===== config.mk =====
export PLATFORM = sky130hd
export DESIGN_NAME = ps2_key_ctrl
export DESIGN_NICKNAME = d
export VERILOG_FILES = /design/src/rtl/ps2_key_pkg.sv /design/src/rtl/ps2_key_fifo.sv /design/src/rtl/ps2_key_ctrl.sv
export SDC_FILE = /design/constraint.sdc
export NUM_CORES = 1
export LEC_CHECK = 0
export ABC_AREA = 1
export CORE_MARGIN = 1.5
export CORE_UTILIZATION = 55
export CTS_BUF_LIST = sky130_fd_sc_hd__clkbuf_4 sky130_fd_sc_hd__clkbuf_8
export DETAILED_ROUTE_END_ITERATION = 16
export GPL_ROUTABILITY_DRIVEN = 0
export PLACE_DENSITY = 0.87
export SYNTH_ARGS = -nofsm -noshare
export SYNTH_HDL_FRONTEND = slang
export SYNTH_SLANG_ARGS = --single-unit

===== constraint.sdc =====
create_clock -name clk -period 1.7 [get_ports clk]
set_clock_uncertainty 0.05 [all_clocks]
set_input_delay 0.34 -clock clk [delete_from_list [all_inputs] [get_ports clk]]
set_output_delay 0.34 -clock clk [all_outputs]
set_load 0.05 [all_outputs]

===== src/rtl/ps2_key_pkg.sv =====
`timescale 1ns/1ps
`default_nettype none
// +------------------------------------------------------------------------+
// | Module      : ps2_key_pkg                                              |
// | Description : Shared constants and types for the PS/2 key controller:  |
// |               Set-2 prefix bytes, parser state encoding, default game  |
// |               scancodes and the 10-bit key event layout.               |
// | Revision    : 1.0 - initial release                                    |
// +------------------------------------------------------------------------+
package ps2_key_pkg;

    // Set-2 prefix bytes
    localparam logic [7:0] PFX_EXT = 8'hE0;
    localparam logic [7:0] PFX_BRK = 8'hF0;

    // Parser state encoding (2 bits)
    typedef logic [1:0] state_t;
    localparam state_t ST_IDLE    = 2'd0;
    localparam state_t ST_GOT_E0  = 2'd1;
    localparam state_t ST_GOT_F0  = 2'd2;
    localparam state_t ST_GOT_E0F0 = 2'd3;

    // Default game scancodes
    localparam logic [7:0] DEF_SC_P1_UP = 8'h1D;
    localparam logic [7:0] DEF_SC_P1_DN = 8'h1B;
    localparam logic [7:0] DEF_SC_P2_UP = 8'h75;
    localparam logic [7:0] DEF_SC_P2_DN = 8'h72;
    localparam logic [7:0] DEF_SC_START = 8'h29;
    localparam logic [7:0] DEF_SC_PAUSE = 8'h4D;

    // Key event: {ext, brk, code}
    typedef struct packed {
        logic       ext;
        logic       brk;
        logic [7:0] code;
    } ev_t;

endpackage
`default_nettype wire


===== src/rtl/ps2_key_fifo.sv =====
`timescale 1ns/1ps
`default_nettype none
// +------------------------------------------------------------------------+
// | Module      : ps2_key_fifo                                             |
// | Description : Small FIFO of key events. A push into a full FIFO is     |
// |               dropped and latches the sticky overflow flag, unless a   |
// |               pop happens in the same cycle.                           |
// | Ports       : clk, rst_n (sync, active-low), push/din, pop/dout,       |
// |               empty, overflow                                          |
// | Revision    : 1.0 - initial release                                    |
// +------------------------------------------------------------------------+
module ps2_key_fifo
    import ps2_key_pkg::*;
#(
    parameter int DEPTH = 4   // must be a power of two
) (
    input  logic clk,
    input  logic rst_n,
    input  logic push,
    input  ev_t  din,
    input  logic pop,
    output ev_t  dout,
    output logic empty,
    output logic overflow
);

    localparam int c_aw = $clog2(DEPTH);

    ev_t             r_mem [DEPTH];
    logic [c_aw-1:0] r_wr_ptr;
    logic [c_aw-1:0] r_rd_ptr;
    logic [c_aw:0]   r_count;
    logic            r_overflow;

    logic w_full;
    logic w_empty;
    logic w_pop;
    logic w_push;

    assign w_full  = (r_count == (c_aw+1)'(DEPTH));
    assign w_empty = (r_count == '0);
    assign w_pop   = pop && !w_empty;
    // A pop in the same cycle frees the slot, so a full FIFO still accepts.
    assign w_push  = push && (!w_full || w_pop);

    always_ff @(posedge clk) begin
        if (w_push) begin
            r_mem[r_wr_ptr] <= din;
        end
    end

    always_ff @(posedge clk) begin
        if (!rst_n) begin
            r_wr_ptr   <= '0;
            r_rd_ptr   <= '0;
            r_count    <= '0;
            r_overflow <= 1'b0;
        end else begin
            if (w_push) begin
                r_wr_ptr <= r_wr_ptr + 1'b1;
            end
            if (w_pop) begin
                r_rd_ptr <= r_rd_ptr + 1'b1;
            end
            case ({w_push, w_pop})
                2'b10:   r_count <= r_count + 1'b1;
                2'b01:   r_count <= r_count - 1'b1;
                default: r_count <= r_count;
            endcase
            if (push && !w_push) begin
                r_overflow <= 1'b1;
            end
        end
    end

    assign dout     = r_mem[r_rd_ptr];
    assign empty    = w_empty;
    assign overflow = r_overflow;

endmodule
`default_nettype wire


===== src/rtl/ps2_key_ctrl.sv =====
`timescale 1ns/1ps
`default_nettype none
// +------------------------------------------------------------------------+
// | Module      : ps2_key_ctrl                                             |
// | Description : Parses the PS/2 Set-2 byte stream (plain, E0-extended,   |
// |               F0-break) into key events, tracks the four paddle key    |
// |               levels and generates start / pause-toggle commands.      |
// |               A watchdog aborts stalled multi-byte sequences.          |
// | Ports       : clk, rst_n (sync, active-low), rx_data/rx_valid in;      |
// |               p1_up/p1_dn/p2_up/p2_dn levels, start_pulse,             |
// |               pause_state, ev_valid/ev_code/ev_ext/ev_brk,             |
// |               err_timeout out.                                         |
// | Option      : PS2_KEY_FIFO_EN adds ev_ready/ev_overflow and a 4-entry  |
// |               event FIFO with backpressure.                            |
// | Revision    : 1.0 - initial release                                    |
// +------------------------------------------------------------------------+
module ps2_key_ctrl
    import ps2_key_pkg::*;
#(
    parameter int         CLK_HZ     = 50_000_000,
    parameter int         TIMEOUT_MS = 2,
    parameter logic [7:0] SC_P1_UP   = DEF_SC_P1_UP,
    parameter logic [7:0] SC_P1_DN   = DEF_SC_P1_DN,
    parameter logic [7:0] SC_P2_UP   = DEF_SC_P2_UP,
    parameter logic [7:0] SC_P2_DN   = DEF_SC_P2_DN,
    parameter logic [7:0] SC_START   = DEF_SC_START,
    parameter logic [7:0] SC_PAUSE   = DEF_SC_PAUSE
) (
    input  logic       clk,
    input  logic       rst_n,
    input  logic [7:0] rx_data,
    input  logic       rx_valid,
    output logic       p1_up,
    output logic       p1_dn,
    output logic       p2_up,
    output logic       p2_dn,
    output logic       start_pulse,
    output logic       pause_state,
    output logic       ev_valid,
    output logic [7:0] ev_code,
    output logic       ev_ext,
    output logic       ev_brk,
    output logic       err_timeout
`ifdef PS2_KEY_FIFO_EN
    ,
    input  logic       ev_ready,
    output logic       ev_overflow
`endif
);

    localparam int c_timeout_cyc = CLK_HZ / 1000 * TIMEOUT_MS;
    localparam int c_wd_w        = $clog2(c_timeout_cyc);
    localparam logic [c_wd_w-1:0] c_wd_last = c_wd_w'(c_timeout_cyc - 1);

    state_t            r_state;
    logic [c_wd_w-1:0] r_wd_cnt;
    logic              r_p1_up;
    logic              r_p1_dn;
    logic              r_p2_up;
    logic              r_p2_dn;
    logic              r_start_pulse;
    logic              r_start_held;
    logic              r_pause_state;
    logic              r_pause_held;
    logic              r_err_timeout;

    state_t w_state_nxt;
    logic   w_emit;
    ev_t    w_ev;
    logic   w_timeout;

    // Byte decode: prefixes only move the state, any other byte emits.
    always_comb begin
        w_state_nxt = r_state;
        w_emit      = 1'b0;
        w_ev.ext    = 1'b0;
        w_ev.brk    = 1'b0;
        w_ev.code   = rx_data;
        if (rx_valid) begin
            case (r_state)
                ST_IDLE: begin
                    if (rx_data == PFX_EXT) begin
                        w_state_nxt = ST_GOT_E0;
                    end else if (rx_data == PFX_BRK) begin
                        w_state_nxt = ST_GOT_F0;
                    end else begin
                        w_emit = 1'b1;
                    end
                end
                ST_GOT_E0: begin
                    if (rx_data == PFX_EXT) begin
                        w_state_nxt = ST_GOT_E0;
                    end else if (rx_data == PFX_BRK) begin
                        w_state_nxt = ST_GOT_E0F0;
                    end else begin
                        w_emit      = 1'b1;
                        w_ev.ext    = 1'b1;
                        w_state_nxt = ST_IDLE;
                    end
                end
                ST_GOT_F0: begin
                    w_emit      = 1'b1;
                    w_ev.brk    = 1'b1;
                    w_state_nxt = ST_IDLE;
                end
                default: begin
                    w_emit      = 1'b1;
                    w_ev.ext    = 1'b1;
                    w_ev.brk    = 1'b1;
                    w_state_nxt = ST_IDLE;
                end
            endcase
        end
        // An arriving byte always beats the watchdog in the same cycle.
        w_timeout = !rx_valid && (r_state != ST_IDLE) && (r_wd_cnt == c_wd_last);
    end

    always_ff @(posedge clk) begin
        if (!rst_n) begin
            r_state       <= ST_IDLE;
            r_wd_cnt      <= '0;
            r_p1_up       <= 1'b0;
            r_p1_dn       <= 1'b0;
            r_p2_up       <= 1'b0;
            r_p2_dn       <= 1'b0;
            r_start_pulse <= 1'b0;
            r_start_held  <= 1'b0;
            r_pause_state <= 1'b0;
            r_pause_held  <= 1'b0;
            r_err_timeout <= 1'b0;
        end else begin
            r_start_pulse <= 1'b0;
            r_err_timeout <= 1'b0;
            if (w_timeout) begin
                r_state       <= ST_IDLE;
                r_wd_cnt      <= '0;
                r_err_timeout <= 1'b1;
            end else begin
                r_state  <= w_state_nxt;
                r_wd_cnt <= (rx_valid || r_state == ST_IDLE) ? '0 : r_wd_cnt + 1'b1;
            end

            if (w_emit) begin
                if (w_ev.code == SC_P1_UP && !w_ev.ext) r_p1_up <= !w_ev.brk;
                if (w_ev.code == SC_P1_DN && !w_ev.ext) r_p1_dn <= !w_ev.brk;
                if (w_ev.code == SC_P2_UP &&  w_ev.ext) r_p2_up <= !w_ev.brk;
                if (w_ev.code == SC_P2_DN &&  w_ev.ext) r_p2_dn <= !w_ev.brk;

                // Held flags suppress typematic repeats of the command keys.
                if (w_ev.code == SC_START && !w_ev.ext) begin
                    if (w_ev.brk) begin
                        r_start_held <= 1'b0;
                    end else if (!r_start_held) begin
                        r_start_held  <= 1'b1;
                        r_start_pulse <= 1'b1;
                    end
                end
                if (w_ev.code == SC_PAUSE && !w_ev.ext) begin
                    if (w_ev.brk) begin
                        r_pause_held <= 1'b0;
                    end else if (!r_pause_held) begin
                        r_pause_held  <= 1'b1;
                        r_pause_state <= !r_pause_state;
                    end
                end
            end
        end
    end

    assign p1_up       = r_p1_up;
    assign p1_dn       = r_p1_dn;
    assign p2_up       = r_p2_up;
    assign p2_dn       = r_p2_dn;
    assign start_pulse = r_start_pulse;
    assign pause_state = r_pause_state;
    assign err_timeout = r_err_timeout;

`ifdef PS2_KEY_FIFO_EN
    ev_t  w_head;
    logic w_empty;

    ps2_key_fifo #(
        .DEPTH (4)
    ) u_fifo (
        .clk      (clk),
        .rst_n    (rst_n),
        .push     (w_emit),
        .din      (w_ev),
        .pop      (ev_ready),
        .dout     (w_head),
        .empty    (w_empty),
        .overflow (ev_overflow)
    );

    assign ev_valid = !w_empty;
    assign ev_code  = w_head.code;
    assign ev_ext   = w_head.ext;
    assign ev_brk   = w_head.brk;
`else
    ev_t  r_ev;
    logic r_ev_valid;

    // Event fields hold until the next event; only the strobe drops.
    always_ff @(posedge clk) begin
        if (!rst_n) begin
            r_ev       <= '0;
            r_ev_valid <= 1'b0;
        end else begin
            r_ev_valid <= w_emit;
            if (w_emit) begin
                r_ev <= w_ev;
            end
        end
    end

    assign ev_valid = r_ev_valid;
    assign ev_code  = r_ev.code;
    assign ev_ext   = r_ev.ext;
    assign ev_brk   = r_ev.brk;
`endif

endmodule
`default_nettype wire


==> qor.yml, run 1 <==
outcome:
  status: "complete, no violations"
setup_path:
  timing.rr.end: "r_wd_cnt[14]"
  required_ps: 1920
  worst_ep_arrival_time_ps: 1820
  cp_max_fo: 3
  rrSetupSlack_ps: 150
  crit_path_start_kind: "primary input"
  r2r-start: "r_wd_cnt[0]"
  endpoint_kind: "flop"
  reg2regPathDepth: 8
  path_class: "primary input to flop"
hold_path:
  hold_start: "r_wd_cnt[0]"
  hold_end: "r_wd_cnt[0]"
  min_path_type: "flop to flop"
  hold_depth: 1
power_and_ir_drop:
  ir_drop_v: 0.000486
  p_total_uw: 1780
  power-per-cell-area_mw_per_mm2: 733
  p_leak_uw: 0.00101
global_routing:
  antenna_found_initial: 0
  grtUsageTotal_pct: 24.8
  grt_remaining_overflow: 0
  grt_pass1_vias: 1679
  grt_max_degree: 21
  grt_pass1_wl_mm: 6.82
routing:
  postRouteAntennaNets: 0
  wl_mm: 4.22
  route.detailed.drc: 0
  via_per_inst: 5.06
  route.vias.total: 1800
  drt_iter0_drc: 104
  drt_pass1_iterations: 5
  wl_per_cell_um: 11.8
timing:
  final-setup-viol-count: 0
  drv_slew: 0
  finalHoldViolations: 0
  post-route-period-util_pct: 94.3
  setup_tns_ps: 0
  max_freq_mhz: 624
  maxSlewHeadroom_pct: 78.1
  grt_setup_unrepaired: "false"
  worstMarginPinSlew_ps: 327
  period_minus_slack_ps: 1600
  whs_ps: 378
cells_and_area:
  largest_register_ffs: 17
  num_antenna_cells: 0
  area_delta_synth_final_pct: 29.7
  mostFrequentLayoutCells: "44 x nand2_1, 44 x buf_4, 43 x nor2_1"
  finalNetCount: 321
  final_layout_size_suffix_gt1_share_pct: 26.5
  top_register: "r_wd_cnt"
synthesis:
  synth.net_count: 264
  ys_ff_latch: 39
  synthTopCellsByArea: "dfxtp_1 42%, nand2_1 8.8%, nor2_1 8.6%"
  synth_seq_area_share_pct: 41.6
  syn_area_per_cell_um2: 7.45
  yosysWarnings: 0
  synth_top_area_share_pct: 41.6
  netlist_instances: 252
  synth_cell_type_count: 26
  yosys.area.top_type: "dfxtp_1"
  netlist_area_mm2: 0.00188
placement:
  hpwlAfterDp_mm: 3.11
  io_buffer_count: 28
clocking:
  cts_tree: "yes"
  cts_inserted_buffers: 5
  cts_buffer_depth: 2
  root_buffer: "clkbuf_4"
  path_clk_slew_ps: 120
  htree_levels: 2
  postCtsSetupBuffers: 0
  cts_sinks: 39
  clock_latency_ps: 360
floorplan:
  design.core.area_mm2: 0.00331
  ios: 29
  dieArea_mm2: 0.00377
  die-width_um: 61.4
  core.rowCount: 21
  start_util_pct: 56.7
  chipHeight_um: 61.4
job:
  drv_cap: 0
how the worst max path moves through the flow:
stage	slack, ps	end	from
2_1_floorplan	260	r_wd_cnt[14]	r_wd_cnt[0]
3_3_place_gp	-260	p2_dn	rx_data[0]
3_5_place_dp	-310	p2_dn	rx_data[0]
4_1_cts	60	r_wd_cnt[14]	r_wd_cnt[0]
5_1_grt	20	p2_dn	rx_data[4]
6_report	100	p2_dn	rx_data[7]
cell families after synthesis:
kind of cell	synth area share, %
and+or+nand+nor	34.9
DFF	41.6
buffers and inverters	8.99
AOI/OAI and AO/OA	8.73
xor gates and xnor gates	5.13
adders and majority gates	0.666
repair_timing:
action,CTS,global route
hold buffers,0,0
endpoints found under the setup margin,0,14
resized for setup,0,5
cells in the mapped netlist (all sizes together):
master and number:
nand2 50, nor2 49, dfxtp 39, inv 31, a21oi 16, nand3 16, o21ai 12, nor3 9
nand4 8, xor2 7, buf 5, xnor2 4, a31oi 2, nor4 2, ha 1, o211ai 1
through the flow:
stage                     utilization, %  worst slack, ps  instances  cell area (um^2)
final                               73.6             97.7        356              2440
after global routing                73.6             24.3        356              2440
after CTS                           72.9             64.8        356              2410
after detailed placement            70.5             -305        348              2330
after global placement              70.5             -265        348              2330
after floorplan                        -              264        252              1880
routing by layer:
layer / vias up / track usage, % / wire (um)
met1: 821 / 26.2 / 1840
met4: 0 / 11.6 / 162
li1: 918 / - / -
met5: - / 0 / 0
met3: 18 / 7.35 / 149
met2: 43 / 44.8 / 2060
worst max-delay path, stage by stage:
cell and delay [ps]:
clkdlybuf4s50_1 440, buf_4 160, nor2_1 170, nand3_1 160, nor3_1 260, nand3_2 140
nor2_1 100, nor2_1 50
final cells by class:
cell class / instances / area, um^2
inverters: 31 / 116
clock buffers: 5 / 37.5
fillers: 267 / 875
clock inverters: 3 / 43.8
flip-flops and latches: 39 / 782
multi-input cells: 177 / 948
well taps: 46 / 57.6
repair buffers: 55 / 450
where the power goes:
group / total [uW] / switching, uW / internal [uW]
Sequential: 936 / 7.74 / 929
Clock: 631 / 322 / 309
Combinational: 217 / 131 / 86.4
Total: 1780 / 460 / 1320
(Power assumes the default switching activity.)
==> inputs of run 2 (changes only) <==
CTS_CLUSTER_SIZE = 8   (was not set)
GPL_ROUTABILITY_DRIVEN = 1   (was 0)
TNS_END_PERCENT = 50   (was not set)
==> results of run 2 <==
Same layout as run 1: the final DEF is identical, and so are final timing and power.
==> inputs of run 3 (changes only) <==
CORE_MARGIN = not set   (was 1.5)
==> run 3 against run 2 <==
  * Sequential power barely moved
  * Critical path depth did not move
  * Routed wire length rose by 2.3%
  * Final area barely moved
  * Highest routed layer unchanged
  * Global-route usage rose by 1.9 points
==> qor.yml, run 3 (synthesized netlist as in run 1, its figures left out) <==
outcome:
  status: "complete, no violations"
setup_path:
  required_ps: 1910  # about the same
  r2r-start: "r_wd_cnt[0]"
  slowest_stage: "dfxtp_1"
  cp_num_buf_inv: 0  # -2
  rrSetupSlack_ps: 130  # -20 ps
  critical_path.top_delay_family: "simple AND/OR/NAND/NOR gates"
  worst-path-stages: 8  # unchanged
  cp_max_fo: 4  # +1
  reg2regPathDepth: 8  # unchanged
  worst_ep_arrival_time_ps: 1780  # -40 ps
  crit_path_start_kind: "flop"
  cp_cell_sequence: "ha_1, nand3_2, nor2_4, nand3_2, nor2_4, nand2_1, o21ai_1, a21oi_1"
  path_class: "flop to flop"
  endpoint_kind: "flop"
  cp-startpoint: "r_wd_cnt[0]"
  slowest_delay_ps: 370  # -70 ps
cells_and_area:
  area_delta_synth_final_pct: 29.8  # about the same
  top_register: "r_wd_cnt"
  utilization_pct: 77.3  # +3.7 points
  mostFrequentLayoutCells: "47 x buf_4, 43 x nand2_1, 43 x nor2_1"
  layout_commonest_cell: "buf_4"
  finalNetCount: 323  # +0.62%
  largest_register_ffs: 17  # unchanged
  final_layout_size_suffix_gt1_share_pct: 26.6  # +0.15 points
  num_antenna_cells: 0  # unchanged
  fillCellCount: 251  # -6.0%
floorplan:
  design.core.area_mm2: 0.00315  # -4.8%
  chipHeight_um: 60.4  # -1.6%
  dieArea_mm2: 0.00365  # -3.2%
  die-width_um: 60.4  # -1.6%
  start_util_pct: 59.6  # +2.8 points
  ios: 29  # unchanged
  core.rowCount: 20  # -4.8%
power_and_ir_drop:
  power.switching_uw: 446  # -3.1%
  swShare_pct: 24.7  # -1.1 points
  power-per-cell-area_mw_per_mm2: 742  # +1.3%
  p_leak_uw: 0.00102  # +0.45%
  ir_drop_v: 0.000593  # +22%
  seq_power_share_pct: 51.8  # -0.7 points
  p_int_uw: 1360  # +2.9%
  power_frac_comb_pct: 12.1  # about the same
  p_clk_share_pct: 36.1  # +0.7 points
clocking:
  cts_hold_buf: 0  # unchanged
  htree_levels: 2  # unchanged
  cts_sinks: 39  # unchanged
  postCtsSetupBuffers: 0  # unchanged
  cts_tree: "yes"
  path_clk_slew_ps: 120  # about the same
  cts_buffer_depth: 2  # unchanged
  root_buffer: "clkbuf_4"
  clock_latency_ps: 350  # about the same
  cts_inserted_buffers: 5  # unchanged
  cts_resized: 0  # unchanged
global_routing:
  grt_remaining_overflow: 0  # unchanged
  antenna_found_initial: 0  # unchanged
  grt_max_degree: 21  # unchanged
  grt_pass1_vias: 1694  # +0.89%
  grtUsageTotal_pct: 26.6  # +1.9 points
  grt_pass1_wl_mm: 7.20  # +5.6%
timing:
  max_freq_mhz: 637  # +2.1%
  drv_slew: 0  # unchanged
  whs_ps: 409  # +30.6 ps
  post-route-period-util_pct: 92.3  # -1.9 points
  maxSlewHeadroom_pct: 81.5  # +3.4 points
  finalHoldViolations: 0  # unchanged
  final-setup-viol-count: 0  # unchanged
  setup_tns_ps: 0  # unchanged
  worst_slack_ps: 130  # +32.4 ps
  grt_setup_unrepaired: "false"
  worstMarginPinSlew_ps: 275  # -52.1 ps
  period_minus_slack_ps: 1570  # -32.4 ps
routing:
  wl_per_cell_um: 12.1  # +2.3%
  wl_mm: 4.31  # +2.3%
  route.detailed.drc: 0  # unchanged
  drt_pass1_iterations: 4  # -1
  drt_iter0_drc: 118  # +13%
  route.vias.total: 1793  # -0.39%
  postRouteAntennaNets: 0  # unchanged
  via_per_inst: 5.04  # -0.39%
job:
  drv_cap: 0  # unchanged
hold_path:
  hold_start: "r_start_held"
  hold_depth: 1  # unchanged
  min_path_type: "flop to flop"
placement:
  hpwlAfterDp_mm: 3.27  # +4.9%
  finalWeightedCongestion: 0.850
  io_buffer_count: 28  # unchanged
  place_ws_ps: -324  # -19.4 ps
run 3: final timing paths:
check	end
max	r_wd_cnt[14]
min	start_pulse
max reg2reg	r_wd_cnt[14]
min reg2reg	start_pulse
run 3: power by group through the flow:
stage / sequential (uW) / clock, uW / combinational [uW]
3_3_place_gp: 957 / 0 / 211
5_1_grt: 939 / 705 / 233
6_report: 936 / 654 / 219
4_1_cts: 936 / 656 / 217
3_5_place_dp: 957 / 0 / 216
2_1_floorplan: 1010 / 0 / 63.9
run 3: final cells by class:
| cell class | instances | area [um^2] | area share [%] |
|---|---|---|---|
| Clock buffer | 6 | 51.3 | 2.10 |
| Clock inverter | 2 | 35.0 | 1.44 |
| Inverter | 31 | 116 | 4.77 |
| Multi-Input combinational cell | 177 | 946 | 38.8 |
| Sequential cell | 39 | 781 | 32.0 |
| Tap cell | 44 | 55.1 | 2.26 |
| Timing Repair Buffer | 57 | 453 | 18.6 |
run 3: metal layers:
| metal | vias up | part of all wire, % | global-route usage (%) |
|---|---|---|---|
| met5 | - | 0 | 0 |
| met4 | 0 | 1.5 | 9.74 |
| met3 | 10 | 3.3 | 6.40 |
| met2 | 29 | 51 | 47.7 |
| met1 | 830 | 44 | 30.7 |
| li1 | 924 | - | - |
run 3: per-stage QoR:
stage / cell area, um^2 / total power (uW) / cells
2_1_floorplan: 1880 / 1070 / 252
3_3_place_gp: 2330 / 1170 / 348
3_5_place_dp: 2330 / 1170 / 348
4_1_cts: 2420 / 1810 / 356
5_1_grt: 2440 / 1880 / 356
6_report: 2440 / 1810 / 356
